--- config.mk ---
export PLATFORM = sky130hd
export DESIGN_NAME = ir_transmitter
export DESIGN_NICKNAME = d
export VERILOG_FILES = /design/src/rtl/ir_pkg.sv /design/src/rtl/ir_carrier_gen.sv /design/src/rtl/ir_transmitter.sv
export SDC_FILE = /design/constraint.sdc
export NUM_CORES = 1
export LEC_CHECK = 0
export ABC_AREA = 1
export BUFFER_PORTS_ARGS = -buffer_cell sky130_fd_sc_hd__buf_4
export CAP_MARGIN = 0
export CORE_MARGIN = 3
export CORE_UTILIZATION = 50
export CTS_CLUSTER_SIZE = 30
export DETAILED_ROUTE_END_ITERATION = 8
export MAX_ROUTING_LAYER = met4
export PLACE_DENSITY = 0.7
export SLEW_MARGIN = 20
export SYNTH_ARGS = -nofsm -noshare
export SYNTH_HDL_FRONTEND = slang
export SYNTH_HIERARCHICAL = 1
export SYNTH_SLANG_ARGS = --single-unit
--- constraint.sdc ---
create_clock -name clk_in -period 3.2 [get_ports clk_in]
set_input_delay 0 -clock clk_in [delete_from_list [all_inputs] [get_ports clk_in]]
set_output_delay 0 -clock clk_in [all_outputs]
set_load 0.01 [all_outputs]
--- src/rtl/ir_pkg.sv ---
// ir_pkg: shared NEC transmit definitions (state encodings, unit counts).
// Used by ir_transmitter and ir_carrier_gen.
package ir_pkg;

  typedef enum logic [2:0] {
    ST_IDLE       = 3'd0,
    ST_LEAD_MARK  = 3'd1,
    ST_LEAD_SPACE = 3'd2,
    ST_BIT_MARK   = 3'd3,
    ST_BIT_SPACE  = 3'd4,
    ST_STOP_MARK  = 3'd5,
    ST_GAP        = 3'd6,
    ST_BAD        = 3'd7
  } ir_state_e;

  localparam int unsigned LEAD_MARK_UNITS  = 16;
  localparam int unsigned LEAD_SPACE_UNITS = 8;
  localparam int unsigned BIT_MARK_UNITS   = 1;
  localparam int unsigned ZERO_SPACE_UNITS = 1;
  localparam int unsigned ONE_SPACE_UNITS  = 3;
  localparam int unsigned STOP_UNITS       = 1;
  localparam int unsigned NEC_BITS         = 32;

  function automatic logic is_mark(input ir_state_e st);
    return (st == ST_LEAD_MARK) ||
           (st == ST_BIT_MARK)  ||
           (st == ST_STOP_MARK);
  endfunction

endpackage

--- src/rtl/ir_carrier_gen.sv ---
// ir_carrier_gen: free-running carrier whose phase restarts on restart_in.
// Ports: clk_in, rst_in (sync, high), restart_in, carrier_out.
module ir_carrier_gen
  import ir_pkg::*;
#(
  parameter int unsigned CARRIER_PERIOD = 2632,
  parameter int unsigned CARRIER_HIGH   = 877
) (
  input  logic clk_in,
  input  logic rst_in,
  input  logic restart_in,
  output logic carrier_out
);

  localparam int PH_W =
    (CARRIER_PERIOD > 1) ? $clog2(CARRIER_PERIOD) : 1;
  localparam logic [PH_W-1:0] PH_LAST =
    PH_W'(CARRIER_PERIOD - 1);

  logic [PH_W-1:0] phase_q;
  logic [PH_W-1:0] phase_d;
  logic [PH_W-1:0] phase_now;

  // restart_in marks phase 0 of the current cycle, so the
  // LED is on in the very first cycle of every mark.
  always_comb begin
    phase_now = restart_in ? '0 : phase_q;
    phase_d   = (phase_now == PH_LAST) ?
                '0 : phase_now + 1'b1;
  end

  assign carrier_out =
    (int'(phase_now) < int'(CARRIER_HIGH));

  always_ff @(posedge clk_in) begin
    if (rst_in) begin
      phase_q <= '0;
    end else begin
      phase_q <= phase_d;
    end
  end

endmodule

--- src/rtl/ir_transmitter.sv ---
// ir_transmitter: NEC IR sender (leader, 32 bits MSB first, stop, gap).
// Ports: clk_in, rst_in, code_in/valid_in/ready_out, ir_out, env_out,
// busy_out, state_out. `IR_TX_CARRIER_EN adds the 38 kHz carrier.
module ir_transmitter
  import ir_pkg::*;
#(
  parameter int unsigned UNIT_CYCLES    = 56250,
  parameter int unsigned CARRIER_PERIOD = 2632,
  parameter int unsigned CARRIER_HIGH   = 877,
  parameter int unsigned GAP_UNITS      = 72
) (
  input  logic        clk_in,
  input  logic        rst_in,
  input  logic [31:0] code_in,
  input  logic        valid_in,
  output logic        ready_out,
  output logic        ir_out,
  output logic        env_out,
  output logic        busy_out,
  output logic [2:0]  state_out
);

  localparam int unsigned MAX_UNITS =
    (GAP_UNITS > LEAD_MARK_UNITS) ?
    GAP_UNITS : LEAD_MARK_UNITS;
  localparam int CYC_W  = $clog2(UNIT_CYCLES + 1);
  localparam int UNIT_W = $clog2(MAX_UNITS + 1);
  localparam logic [CYC_W-1:0] CYC_LOAD =
    CYC_W'(UNIT_CYCLES - 1);

  if (UNIT_CYCLES == 0 || GAP_UNITS == 0 ||
      CARRIER_PERIOD == 0 ||
      CARRIER_HIGH > CARRIER_PERIOD) begin : g_bad_cfg
    $error("ir_transmitter: bad parameters");
  end

  ir_state_e         state_q, state_d;
  logic [CYC_W-1:0]  cyc_q, cyc_d;
  logic [UNIT_W-1:0] units_q, units_d;
  logic [5:0]        bits_q, bits_d;
  logic [31:0]       shift_q, shift_d;

  logic              load;
  ir_state_e         ld_st;
  int unsigned       ld_units;
  logic              unit_done;
  logic              state_done;

  assign unit_done  = (cyc_q == '0);
  assign state_done = unit_done && (units_q == '0);

  always_comb begin
    state_d  = state_q;
    cyc_d    = cyc_q;
    units_d  = units_q;
    bits_d   = bits_q;
    shift_d  = shift_q;
    load     = 1'b0;
    ld_st    = ST_IDLE;
    ld_units = 1;

    // Common unit timing for every timed state.
    if (state_q != ST_IDLE && state_q != ST_BAD &&
        !state_done) begin
      if (!unit_done) begin
        cyc_d = cyc_q - 1'b1;
      end else begin
        units_d = units_q - 1'b1;
        cyc_d   = CYC_LOAD;
      end
    end

    unique case (state_q)
      ST_IDLE: begin
        if (valid_in) begin
          shift_d  = code_in;
          bits_d   = 6'(NEC_BITS);
          load     = 1'b1;
          ld_st    = ST_LEAD_MARK;
          ld_units = LEAD_MARK_UNITS;
        end
      end
      ST_LEAD_MARK: begin
        if (state_done) begin
          load     = 1'b1;
          ld_st    = ST_LEAD_SPACE;
          ld_units = LEAD_SPACE_UNITS;
        end
      end
      ST_LEAD_SPACE: begin
        if (state_done) begin
          load     = 1'b1;
          ld_st    = ST_BIT_MARK;
          ld_units = BIT_MARK_UNITS;
        end
      end
      ST_BIT_MARK: begin
        if (state_done) begin
          load     = 1'b1;
          ld_st    = ST_BIT_SPACE;
          ld_units = shift_q[31] ?
                     ONE_SPACE_UNITS : ZERO_SPACE_UNITS;
        end
      end
      ST_BIT_SPACE: begin
        if (state_done) begin
          bits_d   = bits_q - 6'd1;
          shift_d  = {shift_q[30:0], 1'b0};
          load     = 1'b1;
          ld_st    = (bits_q == 6'd1) ?
                     ST_STOP_MARK : ST_BIT_MARK;
          ld_units = (bits_q == 6'd1) ?
                     STOP_UNITS : BIT_MARK_UNITS;
        end
      end
      ST_STOP_MARK: begin
        if (state_done) begin
          load     = 1'b1;
          ld_st    = ST_GAP;
          ld_units = GAP_UNITS;
        end
      end
      ST_GAP: begin
        if (state_done) begin
          state_d = ST_IDLE;
          cyc_d   = '0;
          units_d = '0;
          bits_d  = '0;
        end
      end
      default: begin
        state_d = ST_IDLE;
        cyc_d   = '0;
        units_d = '0;
        bits_d  = '0;
        shift_d = '0;
      end
    endcase

    if (load) begin
      state_d = ld_st;
      units_d = UNIT_W'(ld_units - 1);
      cyc_d   = CYC_LOAD;
    end
  end

  always_ff @(posedge clk_in) begin
    if (rst_in) begin
      state_q <= ST_IDLE;
      cyc_q   <= '0;
      units_q <= '0;
      bits_q  <= '0;
      shift_q <= '0;
    end else begin
      state_q <= state_d;
      cyc_q   <= cyc_d;
      units_q <= units_d;
      bits_q  <= bits_d;
      shift_q <= shift_d;
    end
  end

  assign env_out   = is_mark(state_q);
  assign ready_out = (state_q == ST_IDLE);
  assign busy_out  = (state_q != ST_IDLE);
  assign state_out = state_q;

`ifdef IR_TX_CARRIER_EN
  logic first_q;
  logic first_d;
  logic carrier;

  // High only in the first cycle of a mark; realigns the carrier.
  assign first_d = load && is_mark(ld_st);

  always_ff @(posedge clk_in) begin
    if (rst_in) begin
      first_q <= 1'b0;
    end else begin
      first_q <= first_d;
    end
  end

  ir_carrier_gen #(
    .CARRIER_PERIOD (CARRIER_PERIOD),
    .CARRIER_HIGH   (CARRIER_HIGH)
  ) u_carrier (
    .clk_in      (clk_in),
    .rst_in      (rst_in),
    .restart_in  (first_q),
    .carrier_out (carrier)
  );

  assign ir_out = env_out & carrier;
`else
  assign ir_out = env_out;
`endif

endmodule

==> reports/results.ini <==
[setup_path]
end_kind=register
r2r_start=state_out[1]$_SDFFE_PP0P_
crit_path_start=state_out[1]$_SDFFE_PP0P_
crit_arrival_ns=2.56
startpoint_type=register
reg2regPathDepth=7
cp.required_ns=3.40
crit_type=register to register
worst-path-max-fanout=64

[clock_network]
cts_sinks=64
cts_root_buffer=clkbuf_8
clkTransAtPathRegs_ns=0.07
tritoncts=yes
htreeDepth=3
cts_buffer_depth=2
cts_setup_buffers=0
cts_inserted_buffers=9
clk-insertion-delay-late_ns=0.34

[synthesis]
synth_seq_area_share_pct=32.5
avgSynthCellArea_um2=6.29
synth_ff_type=dfxtp_1
ys_ff_latch=64
yosys-top-cells-count=nand2_1, inv_1, nor2_1
synth_edf_count=0
synthTopCellsByArea=dfxtp_1, nand2_1, a21oi_1, inv_1, nor2_1
syn_inst=628
synth.largest_area_cell=dfxtp_1
synthArstFlopShare_pct=0
yosysUniqueCellTypes=30
synth_warnings=6
yosys.area.top_type_share_pct=32.5
synthesis.area_mm2=0.00395
yosysMostFrequentCell=nand2_1
synth_fp_nets=670

[floorplan]
io_pins=42
rows=31
coreArea_mm2=0.00745
die-area_mm2=0.00900
die_y_um=94.9
die_width_um=94.9
initial_core_util_pct=53.0

[sta]
slew_headroom_pct=34.9
drv_slew=0
post-route-min-period_ns=2.36
fin_crit_sh_pct=73.8
rsz0062_at_grt=no
worst_pin_slew_ns=0.976
tns_ns=0
fmax_ghz=0.423
skew_ns=0.0101
setup_violations=0
hold_viol=0

[power]
p_sw_w=0.000709
p_int_w=0.00149
max-vdd-ir-drop_mv=0.239
power_density_mw_per_mm2=493
p_clk_share_pct=33.0
p_comb_share_pct=25.4
switching_share_pct=32.2
seqPwrFrac_pct=41.6
total_leakage_power_nw=2.13

[cells_and_area]
final_cell_area_mm2=0.00446
drive_gt1_share_pct=14.4
diodes=0
multi_input_area_mm2=0.00221
area_growth_pct=13.0
final_net_count=697
fillers=763
seq_area_mm2=0.00128

[detailed_routing]
viasPerCell=5.19
dr.pass1.iters=4
wl_met1_um=4380
routed.top_layer=met4
route.met2.wl_um=4700
wl_per_cell_um=12.7
vias=3935
drt_iter0_drc=171
wl_met3_um=451
drc=0
wirelength_um=9660
drtAntennaViolNets=0

[grt]
grt.overflow.total=0
grt_max_degree=65
grt_pass1_wl_um=16100
grtUsageTotal_pct=23.1
antenna_found_initial=0
grt_pass1_vias=3654

[min_path]
hold_depth=5
min_from=code_in[25]
min_path_type=primary input to register

[job]
cap_violations=0

[placed_design]
dpl-instance-area_mm2=0.00424
portBuffers=41
dp_hpwl_um=6800
gp_congestion=0.910

[status]
outcome=finished clean

[cell type report]
class	instances	area share, %
inverter	84	7.07
tap	99	2.78
multi-input combinational	453	49.5
clock inverter	3	0.898
timing repair buffer	43	7.30
clock buffer	12	3.70
sequential	64	28.7
[worst max-delay path: stages, from the launching register on]
cell	delay (ns)
dfxtp_1	0.61
nor2_4	0.09
nand2_2	0.27
inv_1	0.15
nand2_1	0.14
nand3_4	0.49
o21ai_0	0.40
a21oi_1	0.06
[through the flow]
| step | std cells | util (%) | hold WS (ns) | setup WS, ns | power [W] |
|---|---|---|---|---|---|
| final | 758 | 59.9 | 0.0329 | 0.839 | 0.00220 |
| after global routing | 758 | 59.9 | 0.0396 | 0.581 | 0.00233 |
| after CTS | 758 | 59.9 | 0.0227 | 0.849 | 0.00221 |
| after detailed placement | 742 | 57.0 | 0.295 | 0.878 | 0.00149 |
| after global placement | 742 | 57.0 | 0.300 | 0.904 | 0.00147 |
| after floorplan | 628 | - | 0.189 | 1.15 | 0.00136 |
[registers in the layout, indices dropped and copies added (netlist names)]
signal / cells
bits_q: 6
cyc_q: 16
shift_q: 32
state_out: 3
units_q: 7
[what timing repair did]
item / CTS / global route
setup endpoints to repair: 0 / 0
endpoints found under the hold margin: 1 / 0
gates resized for setup: 0 / 0
hold buffers: 1 / 0
[layout by cell type, fill, tap and decap left out]
cell           count
nor3_1             4
bufinv_16          1
xor2_1             7
nand2_4            2
o21ai_2            1
o21ai_0           41
o211ai_1           1
xnor2_1            1
nand4_1            8
o21a_1             1
nand3_1           42
nand2_2            7
nand2_1          154
o2111ai_1          1
nand3_4            2
o21ai_1           31
buf_4             42
ha_1               7
clkinv_2           2
a21oi_1           59
o22ai_1            1
nor2_2             8
inv_2             10
dfxtp_1           64
dlygate4sd3_1      1
nor2_1            65
or2_0              1
inv_1             74
clkbuf_8          12
or2_1              1
nor2_4             8
[power groups by stage]
stage	sequential [W]	combinational (W)	clock [W]
after floorplan	0.000922	0.000438	0
after global placement	0.000931	0.000542	0
after detailed placement	0.000933	0.000554	0
after CTS	0.000915	0.000558	0.000739
after global routing	0.000923	0.000638	0.000773
final	0.000916	0.000559	0.000726
[path summary, 6_finish.rpt]
path	end	slack (ns)
worst max-delay path	shift_q[19]$_SDFFE_PP0P_	0.84
worst min-delay path	shift_q[25]$_SDFFE_PP0P_	0.03
worst max register to register	shift_q[19]$_SDFFE_PP0P_	0.84
worst min register to register	shift_q[28]$_SDFFE_PP0P_	0.45
[per-layer routing]
layer,global-route usage (%),up-vias
li1,-,2054
met1,27.1,1793
met2,39.5,75
met3,4.94,13
met4,6.73,0
met5,-,-
[logic make-up (layout without fill, tap and decap cells)]
kind of cell	Yosys count	count (layout)	synth area share (%)
adders and majority gates	7	7	2.22
buffers and inverters	111	142	11.6
AOI/OAI and AO/OA	136	136	17.6
xor gates and xnor gates	8	8	1.78
DFF	64	64	32.5
and+or+nand+nor	302	302	34.4
Note: power is estimated with default switching activity, not from simulation.
